==> config.mk <==
export PLATFORM = sky130hd
export DESIGN_NAME = wishbone_master
export DESIGN_NICKNAME = d
export VERILOG_FILES = /design/src/rtl/wishbone_master_pkg.sv /design/src/rtl/wishbone_master_timeout_counter.sv /design/src/rtl/wishbone_master.sv
export SDC_FILE = /design/constraint.sdc
export NUM_CORES = 1
export LEC_CHECK = 0
export CAP_MARGIN = 25
export CELL_PAD_IN_SITES_DETAIL_PLACEMENT = 0
export CELL_PAD_IN_SITES_GLOBAL_PLACEMENT = 1
export CORE_ASPECT_RATIO = 0.7
export CORE_MARGIN = 3
export CORE_UTILIZATION = 29
export CTS_CLUSTER_DIAMETER = 60
export DETAILED_ROUTE_END_ITERATION = 10
export MAX_ROUTING_LAYER = met4
export PLACE_DENSITY = 0.81
export SLEW_MARGIN = 10
export SYNTH_ARGS = -nofsm -noshare
export SYNTH_HDL_FRONTEND = slang
export SYNTH_SLANG_ARGS = --single-unit
==> constraint.sdc <==
create_clock -name clock -period 2.95 [get_ports clock]
set_input_delay 0.59 -clock clock [delete_from_list [all_inputs] [get_ports clock]]
set_output_delay 0.59 -clock clock [all_outputs]
set_load 0.005 [all_outputs]
==> src/rtl/wishbone_master_pkg.sv <==
// Shared definitions for the Wishbone initiator: FSM states and slave register addresses.
// The slave bench uses the same address constants.
package wishbone_master_pkg;

    typedef enum logic [1:0] {
        ST_IDLE   = 2'd0,
        ST_ACTIVE = 2'd1,
        ST_RESP   = 2'd2
    } state_t;

    localparam logic ADR_DATA = 1'b0;
    localparam logic ADR_CMD  = 1'b1;

endpackage

==> src/rtl/wishbone_master_timeout_counter.sv <==
// Bounded-wait counter for the Wishbone initiator; flags the last permitted strobe cycle.
// Saturates at TIMEOUT so a stuck enable never wraps back into range.
module wb_timeout_counter #(
    parameter int unsigned TIMEOUT = 16
) (
    input  logic clock,
    input  logic reset,
    input  logic clear,
    input  logic enable,
    output logic expired
);

    localparam int unsigned CW = $clog2(TIMEOUT + 1);
    localparam logic [CW-1:0] LAST = CW'(TIMEOUT - 1);
    localparam logic [CW-1:0] MAX  = CW'(TIMEOUT);

    logic [CW-1:0] count;

    always_ff @(posedge clock) begin
        if (!reset) begin
            count <= '0;
        end else if (clear) begin
            count <= '0;
        end else if (enable && (count != MAX)) begin
            count <= count + CW'(1);
        end
    end

    assign expired = (count == LAST);

endmodule

==> src/rtl/wishbone_master.sv <==
// Wishbone initiator: one host request becomes one single-strobe Wishbone transfer and one
// response pulse; a missing ack is converted into an error response after TIMEOUT cycles.
module wishbone_master
    import wishbone_master_pkg::*;
#(
    parameter int unsigned DATA_WIDTH = 64,
    parameter int unsigned TIMEOUT    = 16
) (
    input  logic                  clock,
    input  logic                  reset,
    input  logic                  req_valid,
    output logic                  req_ready,
    input  logic                  req_we,
    input  logic                  req_adr,
    input  logic [DATA_WIDTH-1:0] req_data,
    output logic                  rsp_valid,
    output logic [DATA_WIDTH-1:0] rsp_data,
    output logic                  rsp_error,
    output logic                  we_o,
    output logic                  adr_o,
    output logic                  strobe_o,
    output logic [DATA_WIDTH-1:0] wb_data_o,
    input  logic [DATA_WIDTH-1:0] wb_data_i,
    input  logic                  ack_i
);

    state_t                state, state_n;
    logic                  req_ready_n, strobe_n, we_n, adr_n;
    logic                  rsp_valid_n, rsp_error_n;
    logic [DATA_WIDTH-1:0] wb_data_n, rsp_data_n;
    logic                  cnt_clear, cnt_enable, expired;

    wb_timeout_counter #(
        .TIMEOUT(TIMEOUT)
    ) u_timeout (
        .clock   (clock),
        .reset   (reset),
        .clear   (cnt_clear),
        .enable  (cnt_enable),
        .expired (expired)
    );

    always_ff @(posedge clock) begin
        if (!reset) begin
            state     <= ST_IDLE;
            req_ready <= 1'b1;
            strobe_o  <= 1'b0;
            we_o      <= 1'b0;
            adr_o     <= 1'b0;
            wb_data_o <= '0;
            rsp_valid <= 1'b0;
            rsp_error <= 1'b0;
            rsp_data  <= '0;
        end else begin
            state     <= state_n;
            req_ready <= req_ready_n;
            strobe_o  <= strobe_n;
            we_o      <= we_n;
            adr_o     <= adr_n;
            wb_data_o <= wb_data_n;
            rsp_valid <= rsp_valid_n;
            rsp_error <= rsp_error_n;
            rsp_data  <= rsp_data_n;
        end
    end

    // Next values for every registered output; anything not touched holds.
    always_comb begin
        state_n     = state;
        req_ready_n = req_ready;
        strobe_n    = strobe_o;
        we_n        = we_o;
        adr_n       = adr_o;
        wb_data_n   = wb_data_o;
        rsp_valid_n = 1'b0;
        rsp_error_n = rsp_error;
        rsp_data_n  = rsp_data;
        cnt_clear   = 1'b0;
        cnt_enable  = 1'b0;

        case (state)
            ST_IDLE: begin
                req_ready_n = 1'b1;
                strobe_n    = 1'b0;
                if (req_valid) begin
                    we_n        = req_we;
                    adr_n       = req_adr;
                    wb_data_n   = req_data;
                    cnt_clear   = 1'b1;
                    req_ready_n = 1'b0;
                    strobe_n    = 1'b1;
                    state_n     = ST_ACTIVE;
                end
            end
            ST_ACTIVE: begin
                cnt_enable = 1'b1;
                // Ack is checked first so an ack on the final permitted cycle still succeeds.
                if (ack_i) begin
                    rsp_data_n  = we_o ? '0 : wb_data_i;
                    rsp_error_n = 1'b0;
                    rsp_valid_n = 1'b1;
                    strobe_n    = 1'b0;
                    state_n     = ST_RESP;
                end else if (expired) begin
                    rsp_data_n  = '0;
                    rsp_error_n = 1'b1;
                    rsp_valid_n = 1'b1;
                    strobe_n    = 1'b0;
                    state_n     = ST_RESP;
                end
            end
            ST_RESP: begin
                req_ready_n = 1'b1;
                strobe_n    = 1'b0;
                state_n     = ST_IDLE;
            end
            default: begin
                req_ready_n = 1'b1;
                strobe_n    = 1'b0;
                state_n     = ST_IDLE;
            end
        endcase
    end

endmodule

==> flow_summary.yaml, run 1 <==
status:
  run_status: "finished, final reports clean"
setup_path:
  path_class: "in -> reg"
  startpoint: "req_valid"
  critical_path_arrival_ns: 2.24
  cpPeakStageDelay_ns: 0.72
  start_kind: "input port"
  path_buf_inv: 2
  crit_fanout: 44
  crit_path_end_kind: "register"
  slowest_stage: "or3b_2"
  path_cells: "clkdlybuf4s50_1, or3b_2, buf_12, nand2_1, a21oi_1"
  required_ns: 3.22
  r2r_start: "u_timeout.count[0]"
  path_delay_family: "simple AND/OR/NAND/NOR gates"
finish:
  multi_input_area_mm2: 0.001669
  nFillCells: 1437
  antennaDiodeCount: 0
  fin_cells: 973
  nets: 877
  drive_above_1_share_pct: 5.578
  register_area_mm2: 0.002823
  final_util_pct: 51.56
  area_growth_pct: 71.05
global_route:
  grt_pass1_wl_um: 23380
  grt_overflow: 0
  antenna_found_initial: 0
  track_usage_pct: 16.47
  grt_pass1_vias: 4408
  grt_start_max_net_pins: 68
detailed_routing:
  drc: 0
  wl_per_cell_um: 14.98
  drt_iter0_drc: 253
  vias: 4403
  vias_per_cell: 4.525
  antenna_left: 0
  drt-total-wl_um: 14570
  firstDrtPassIters: 4
min_path:
  hold_start: "wb_data_o[32]"
  hp-class: "reg -> reg"
timing:
  fin_crit_sh_pct: 66.76
  slew_headroom_pct: 60.04
  max_freq_mhz: 507.7
  setup_violations: 0
  period_needed_ns: 1.970
  rsz0062_at_grt: "false"
  setup_tns_ns: 0
  hold_ws_ns: 0.4542
  finalHoldViolations: 0
  tightest_slew_ns: 0.5914
  drv_slew: 0
  final.setup.worst_slack_ns: 0.9804
  skew_ns: 0.01692
clock_network:
  cts_sinks: 141
  numCtsBuffers: 17
  cts.root.buffer_cell: "clkbuf_16"
  ctsResizeCount: 0
  hold_buffers: 0
  cts_tree: "built"
  postCtsSetupRepairBufs: 0
  insertion_delay_ns: 0.42
  cts_buffer_depth: 2
  path_clk_slew_ns: 0.06
  htreeDepth: 4
logic_synthesis:
  synth_fa_ha_area_share_pct: 0.7889
  synth_cells: 485
  syn_area_per_cell_um2: 9.811
  synth_xor_area_share_pct: 0
  synth_nets: 622
  synth-simple-area-share_pct: 13.65
  synth_cell_types: 30
  ys_ff_latch: 141
  synth.area.mux_share_pct: 0.2104
  synth_compound_area_share_pct: 20.27
  ys_seq_area_share_pct: 59.32
  syn_area_mm2: 0.004758
  yosysWarnings: 0
  synth_top_family_by_area: "compound AO/OA/AOI/OAI gates"
placement:
  dp.cells: 941
  gp_congestion: 0.7487
  pre_cts_ws_ns: 0.5704
  io_buffers: 267
  dp_hpwl_um: 10610
power:
  vdd_ir_drop_max_mv: 0.2825
  powerDensity_mw_per_mm2: 582.7
  leakage_nw: 3.047
floorplan:
  num_rows: 38
  die_w_um: 159.1
  die_area_mm2: 0.01801
  fp.dieH_um: 113.2
  num_io_pins: 268
  start_util_pct: 30.14
  core_region_area_mm2: 0.01579
job:
  max-cap-violations: 0
stage by stage:
step | total power, mW | cell area (um^2)
after floorplan | 2.297 | 4758
after global placement | 2.692 | 7559
after detailed placement | 2.702 | 7559
after CTS | 4.806 | 8139
after global routing | 4.948 | 8139
final | 4.743 | 8139
registers in the layout, summed over array words and instances, names as in the netlist, 2 cells and up:
name and count:
rsp_data 64, state 2, u_timeout.count 5, wb_data_o 64
worst register-to-register path, delay by kind of cell (launching register included):
family / cells / cell delay [ns]
AOI/OAI and AO/OA: 2 / 0.42
adders and majority gates: 2 / 0.40
buffers and inverters: 1 / 0.26
DFF: 1 / 0.33
and+or+nand+nor: 2 / 0.43
synthesized netlist by cell type:
cell	instances	area [um^2]
a211oi_1	1	7.510
a21oi_1	71	355.3
a221oi_1	1	8.760
a22o_1	64	560.5
and3_1	1	6.260
buf_2	9	45.04
buf_4	1	7.510
buf_6	14	157.7
clkbuf_1	12	45.04
clkinv_1	1	3.750
dfxtp_1	141	2823
ha_1	3	37.54
inv_1	4	15.01
mux2i_1	1	10.01
nand2_1	135	506.7
nand2b_1	2	12.51
nand3_1	3	15.01
nor2_1	4	15.01
nor2b_1	1	6.260
nor3_1	3	15.01
nor3_4	1	16.27
nor3b_2	1	12.51
nor4bb_1	1	10.01
o21a_1	1	7.510
o21ai_0	4	20.02
o21ai_1	1	5.000
or3_1	1	6.260
or3b_1	1	8.760
or4_1	1	7.510
or4bb_1	1	11.26
worst paths after layout:
| check | slack (ns) | cells after the start | to |
|---|---|---|---|
| setup / recovery | 0.98 | 5 | wb_data_o[41] |
| hold / removal | 0.45 | 2 | wb_data_o[32] |
| setup reg to reg | 1.06 | 7 | rsp_data[49] |
| hold reg to reg | 0.45 | 2 | wb_data_o[32] |
cell families (layout without fill, tap and decap cells):
family          Yosys count  in the layout
simple gates            156            156
mux                       1              1
compound gates          143            143
fa+ha+maj                 3              3
flops                   141            141
buf+inv                  41            309
layout make-up:
cell class	count	area share, %
Sequential cell	141	34.68
Timing Repair Buffer	272	34.07
Multi-Input combinational cell	303	20.51
Clock buffer	18	5.396
Tap cell	220	3.382
Clock inverter	14	1.737
Inverter	5	0.2306
cells in the final DEF (no fill, tap or decap), drive strengths merged, types with 2 or more instances in the layout:
master / n
clkdlybuf4s50: 267
dfxtp: 141
nand2: 135
a21oi: 71
a22o: 64
clkbuf: 18
clkinv: 8
inv: 8
buf: 5
o21ai: 5
nor2: 4
nor3: 4
nand3: 3
ha: 3
nand2b: 2
bufinv: 2
routing by layer:
| layer | track usage, % | part of all wire, % | vias up |
|---|---|---|---|
| li1 | - | - | 2175 |
| met4 | 5.306 | 1.2 | 0 |
| met2 | 25.14 | 46 | 171 |
| met5 | - | 0 | - |
| met3 | 6.367 | 7.7 | 16 |
| met1 | 20.17 | 45 | 2041 |
report_power, final:
group | leakage (nW) | internal, mW | total (mW) | switching (mW)
clock | 0.290 | 1.27 | 2.09 | 0.819
combinational | 1.61 | 0.380 | 0.606 | 0.226
sequential | 1.15 | 2.00 | 2.05 | 0.0516
Power figures use the tool's default switching activity.
==> run 2: changes to the inputs <==
CORE_UTILIZATION = 25   (was 29)
PLACE_DENSITY = 0.74   (was 0.81)
clock period = 1.8 ns   (was 2.95 ns; I/O delays follow)
==> flow_summary.yaml, run 2 (synthesized netlist as in run 1, its figures left out) <==
setup_path:
  r2r_start: "u_timeout.count[0]"
  worst_r2r_path_depth: 8
  r2r_end: "rsp_data[28]"
  crit_fanout: 8
  startpoint: "u_timeout.count[0]"
  start_kind: "register"
  critical_path_arrival_ns: 2.06
  crit_path_end_kind: "register"
  required_ns: 2.10
  r2r_slack_ns: 0.04
  path_class: "reg -> reg"
detailed_routing:
  vias_per_cell: 4.522
  wl_per_cell_um: 16.75
  firstDrtPassIters: 7
  drc: 0
  drt_iter0_drc: 243
  drt-total-wl_um: 16910
  antenna_left: 0
  vias: 4563
clock_network:
  cts_sinks: 141
  hold_buffers: 0
  numCtsBuffers: 17
  cts_tree: "built"
  htreeDepth: 4
  cts.root.buffer_cell: "clkbuf_16"
  cts_buffer_depth: 2
  insertion_delay_ns: 0.42
  path_clk_slew_ns: 0.06
placement:
  dp_hpwl_um: 11660
  gp_congestion: 0.8166
  dp.cells: 967
  io_buffers: 267
power:
  switching_share_pct: 24.90
  power_frac_comb_pct: 13.6
  leakage_nw: 3.177
  sequentialPowerShare_pct: 41.7
  powerDensity_mw_per_mm2: 952.6
  power_frac_clock_pct: 44.7
  intPower_mw: 6.054
  vdd_ir_drop_max_mv: 0.4589
  netSwitchingPower_mw: 2.008
finish:
  drive_above_1_share_pct: 8.797
  multi_input_area_mm2: 0.001708
  area_growth_pct: 77.86
  antennaDiodeCount: 0
  register_area_mm2: 0.002825
  nets: 897
  final_cell_mix: "clkdlybuf4s50_1, dfxtp_1, nand2_1"
  fin_cells: 1009
  nFillCells: 1694
  reg_top3: "rsp_data x64, wb_data_o x64, u_timeout.count x5"
  final_util_pct: 46.21
  final_common_cell: "clkdlybuf4s50_1"
floorplan:
  die_w_um: 170.9
  num_io_pins: 268
  start_util_pct: 25.98
  die_area_mm2: 0.02075
  fp.dieH_um: 121.4
  core_region_area_mm2: 0.01831
  num_rows: 41
min_path:
  hold_end: "adr_o"
  hp-class: "reg -> reg"
  hold_start: "adr_o"
  worstHoldPathCells: 2
global_route:
  grt_pass1_wl_um: 25450
  antenna_found_initial: 0
  grt_start_max_net_pins: 65
  grt_pass1_vias: 4668
  grt_overflow: 0
  track_usage_pct: 16.15
timing:
  tightest_slew_ns: 0.4822
  drv_slew: 0
  finalHoldViolations: 0
  period_needed_ns: 1.759
  skew_ns: 0.009603
  fin_crit_sh_pct: 97.71
  max_freq_mhz: 568.6
  slew_headroom_pct: 67.41
  setup_violations: 0
  rsz0062_at_grt: "false"
job:
  max-cap-violations: 0
status:
  run_status: "finished, final reports clean"
## run 2: cell types whose count changed in the layout (fill, tap and decap cells not counted), moves of 3 or more
| cell | delta |
|---|---|
| buf_4 | +14 |
| clkinv_2 | -5 |
| buf_16 | +3 |
| inv_6 | +3 |
| inv_8 | +3 |
## run 2: critical path, cell delays in order (launching register included)
cell,delay (ns)
dfxtp_2,0.36
ha_4,0.14
and3_4,0.20
ha_4,0.13
nor2_2,0.04
o21a_4,0.24
buf_12,0.15
clkbuf_16,0.16
a22o_1,0.23
## run 2: layout make-up
class | instances | share of cell area (%)
repair buffers | 292 | 35.64
flip-flops and latches | 141 | 33.38
multi-input cells | 303 | 20.18
clock buffers | 17 | 5.027
well taps | 236 | 3.489
clock inverters | 15 | 2.055
inverters | 5 | 0.2218
## run 2: worst max path at each step
stage,to,cells after the start,slack [ns]
after global placement,we_o,5,-0.10
final,rsp_data[28],8,0.04
after detailed placement,wb_data_o[18],5,-0.15
after global routing,rsp_data[31],8,0.008
after CTS,rsp_data[12],8,0.02
after floorplan,rsp_data[0],8,0.16
## run 2: power by group through the flow
stage          registers (mW)  logic, mW  clock network, mW
2_1_floorplan            3.43      0.332                  0
3_3_place_gp             3.42       1.02                  0
3_5_place_dp             3.43       1.03                  0
4_1_cts                  3.36       1.10               3.71
5_1_grt                  3.38       1.18               3.85
6_report                 3.36       1.10               3.60
## run 2: through the flow
step           area, um^2  setup slack, ns  setup TNS [ns]  hold slack (ns)  power [mW]
6_report             8463          0.04121               0           0.4535       8.062
5_1_grt              8463         0.008378               0           0.4674       8.410
4_1_cts              8428          0.02130               0           0.4565       8.167
3_5_place_dp         7654          -0.1544          -6.969           0.4478       4.462
3_3_place_gp         7654          -0.1038          -4.217           0.4415       4.441
2_1_floorplan        4758           0.1600               0           0.4219       3.765
## run 2: routing by layer
layer  track usage (%)  share of wire [%]
met5                 -                  0
met4             4.573                1.3
met3             6.219                8.3
met2             24.75                 45
met1             19.94                 45
## run 2: what timing repair did
| item | 4_1_cts | 5_1_grt |
|---|---|---|
| pin swaps | 3 | 9 |
| gates resized for setup | 12 | 1 |
| setup endpoints to repair | 46 | 48 |
| gates cloned | 3 | 1 |
| setup buffers | 6 | 0 |
| endpoints found under the hold margin | 0 | 0 |
==> run 3: changes to the inputs <==
TNS_END_PERCENT = 30   (was unset)
==> flow_summary.yaml, run 3 (synthesized netlist as in run 1, its figures left out) <==
status:
  run_status: "finished, final reports clean"
timing:
  slew_headroom_pct: 67.49
  setup_violations: 0
  period_needed_ns: 1.762
  drv_slew: 0
  finalHoldViolations: 0
  tightest_slew_ns: 0.4810
  fin_crit_sh_pct: 97.89
  max_freq_mhz: 567.5
  skew_ns: 0.008713
  rsz0062_at_grt: "false"
clock_network:
  numCtsBuffers: 17
  hold_buffers: 0
  cts.root.buffer_cell: "clkbuf_16"
  cts_sinks: 141
  cts_tree: "built"
  htreeDepth: 4
  path_clk_slew_ns: 0.06
  insertion_delay_ns: 0.42
  cts_buffer_depth: 2
global_route:
  track_usage_pct: 16.15
  antenna_found_initial: 0
  grt_pass1_vias: 4668
  grt_overflow: 0
  grt_pass1_wl_um: 25450
  grt_start_max_net_pins: 65
finish:
  area_growth_pct: 77.86
  final_common_cell: "clkdlybuf4s50_1"
  drive_above_1_share_pct: 8.797
  antennaDiodeCount: 0
  reg_top3: "rsp_data x64, wb_data_o x64, u_timeout.count x5"
  fin_area_mm2: 0.008463
  nets: 897
  fin_cells: 1009
  final_cell_mix: "clkdlybuf4s50_1, dfxtp_1, nand2_1"
power:
  netSwitchingPower_mw: 2.009
  vdd_ir_drop_max_mv: 0.4624
  power_frac_clock_pct: 44.7
  intPower_mw: 6.054
  leakage_nw: 3.177
  sequentialPowerShare_pct: 41.7
  powerDensity_mw_per_mm2: 952.6
  power_frac_comb_pct: 13.6
  switching_share_pct: 24.92
detailed_routing:
  drt-total-wl_um: 16930
  firstDrtPassIters: 5
  wl_met3_um: 1452
  drc: 0
  drt_iter0_drc: 255
  top_layer_used: "met4"
  antenna_left: 0
  vias: 4573
  wl_met1_um: 7630
  vias_per_cell: 4.532
  wl_per_cell_um: 16.78
  wl_met2_um: 7619
floorplan:
  num_rows: 41
  die_w_um: 170.9
  start_util_pct: 25.98
  num_io_pins: 268
  fp.dieH_um: 121.4
  core_region_area_mm2: 0.01831
  die_area_mm2: 0.02075
placement:
  gp_congestion: 0.8166
  placed_cell_area_mm2: 0.007654
  dp.cells: 967
  dp_hpwl_um: 11660
  io_buffers: 267
min_path:
  hp-class: "reg -> reg"
setup_path:
  crit_path_end_kind: "register"
  crit_fanout: 8
  path_class: "reg -> reg"
  r2r_slack_ns: 0.04
  start_kind: "register"
  critical_path_arrival_ns: 2.06
  required_ns: 2.10
job:
  max-cap-violations: 0
-- run 3: cell counts in the layout (fill, tap and decap cells not counted) --
No cell type changed its count.
-- run 3: area by class of cell --
cell class / count / area, um^2
multi-input combinational: 303 / 1708
clock inverter: 15 / 173.9
inverter: 5 / 18.77
clock buffer: 17 / 425.4
tap: 236 / 295.3
fill: 1694 / 9851
sequential: 141 / 2825
timing repair buffer: 292 / 3017
-- run 3: final timing paths --
check / start / to / depth (start not counted)
max: u_timeout.count[0] / rsp_data[28] / 8
min: adr_o / adr_o / 2
max reg2reg: u_timeout.count[0] / rsp_data[28] / 8
min reg2reg: adr_o / adr_o / 2
-- run 3: per-stage QoR --
stage / hold WS [ns] / util, % / worst slack, ns / TNS (ns) / power, mW
5_1_grt: 0.4674 / 46.21 / 0.008378 / 0 / 8.410
6_report: 0.4535 / 46.21 / 0.03790 / 0 / 8.062
3_5_place_dp: 0.4478 / 41.79 / -0.1544 / -6.969 / 4.462
2_1_floorplan: 0.4219 / - / 0.1600 / 0 / 3.765
3_3_place_gp: 0.4415 / 41.79 / -0.1038 / -4.217 / 4.441
4_1_cts: 0.4565 / 46.02 / 0.02130 / 0 / 8.167
-- run 3: timing repair --
action,4_1_cts,5_1_grt
pin swaps,3,9
setup endpoints to repair,46,48
hold endpoints to repair,0,0
setup buffers,6,0
gates cloned,3,1
resized for setup,12,1
-- run 3: power by group through the flow --
stage	Combinational, mW	Clock, mW	Sequential, mW
after floorplan	0.332	0	3.43
after global placement	1.02	0	3.42
after detailed placement	1.03	0	3.43
after CTS	1.10	3.71	3.36
after global routing	1.18	3.85	3.38
final	1.10	3.61	3.36
-- run 3: worst max-delay path, stage by stage, from the launching register on --
cell	delay, ns
dfxtp_2	0.35
ha_4	0.14
and3_4	0.20
ha_4	0.13
nor2_2	0.04
o21a_4	0.24
buf_12	0.15
clkbuf_16	0.16
a22o_1	0.23
-- run 3: per-layer routing --
layer,track usage [%],vias to the layer above
li1,-,2220
met1,19.94,2162
met2,24.75,174
met3,6.219,17
met4,4.573,0
met5,-,-
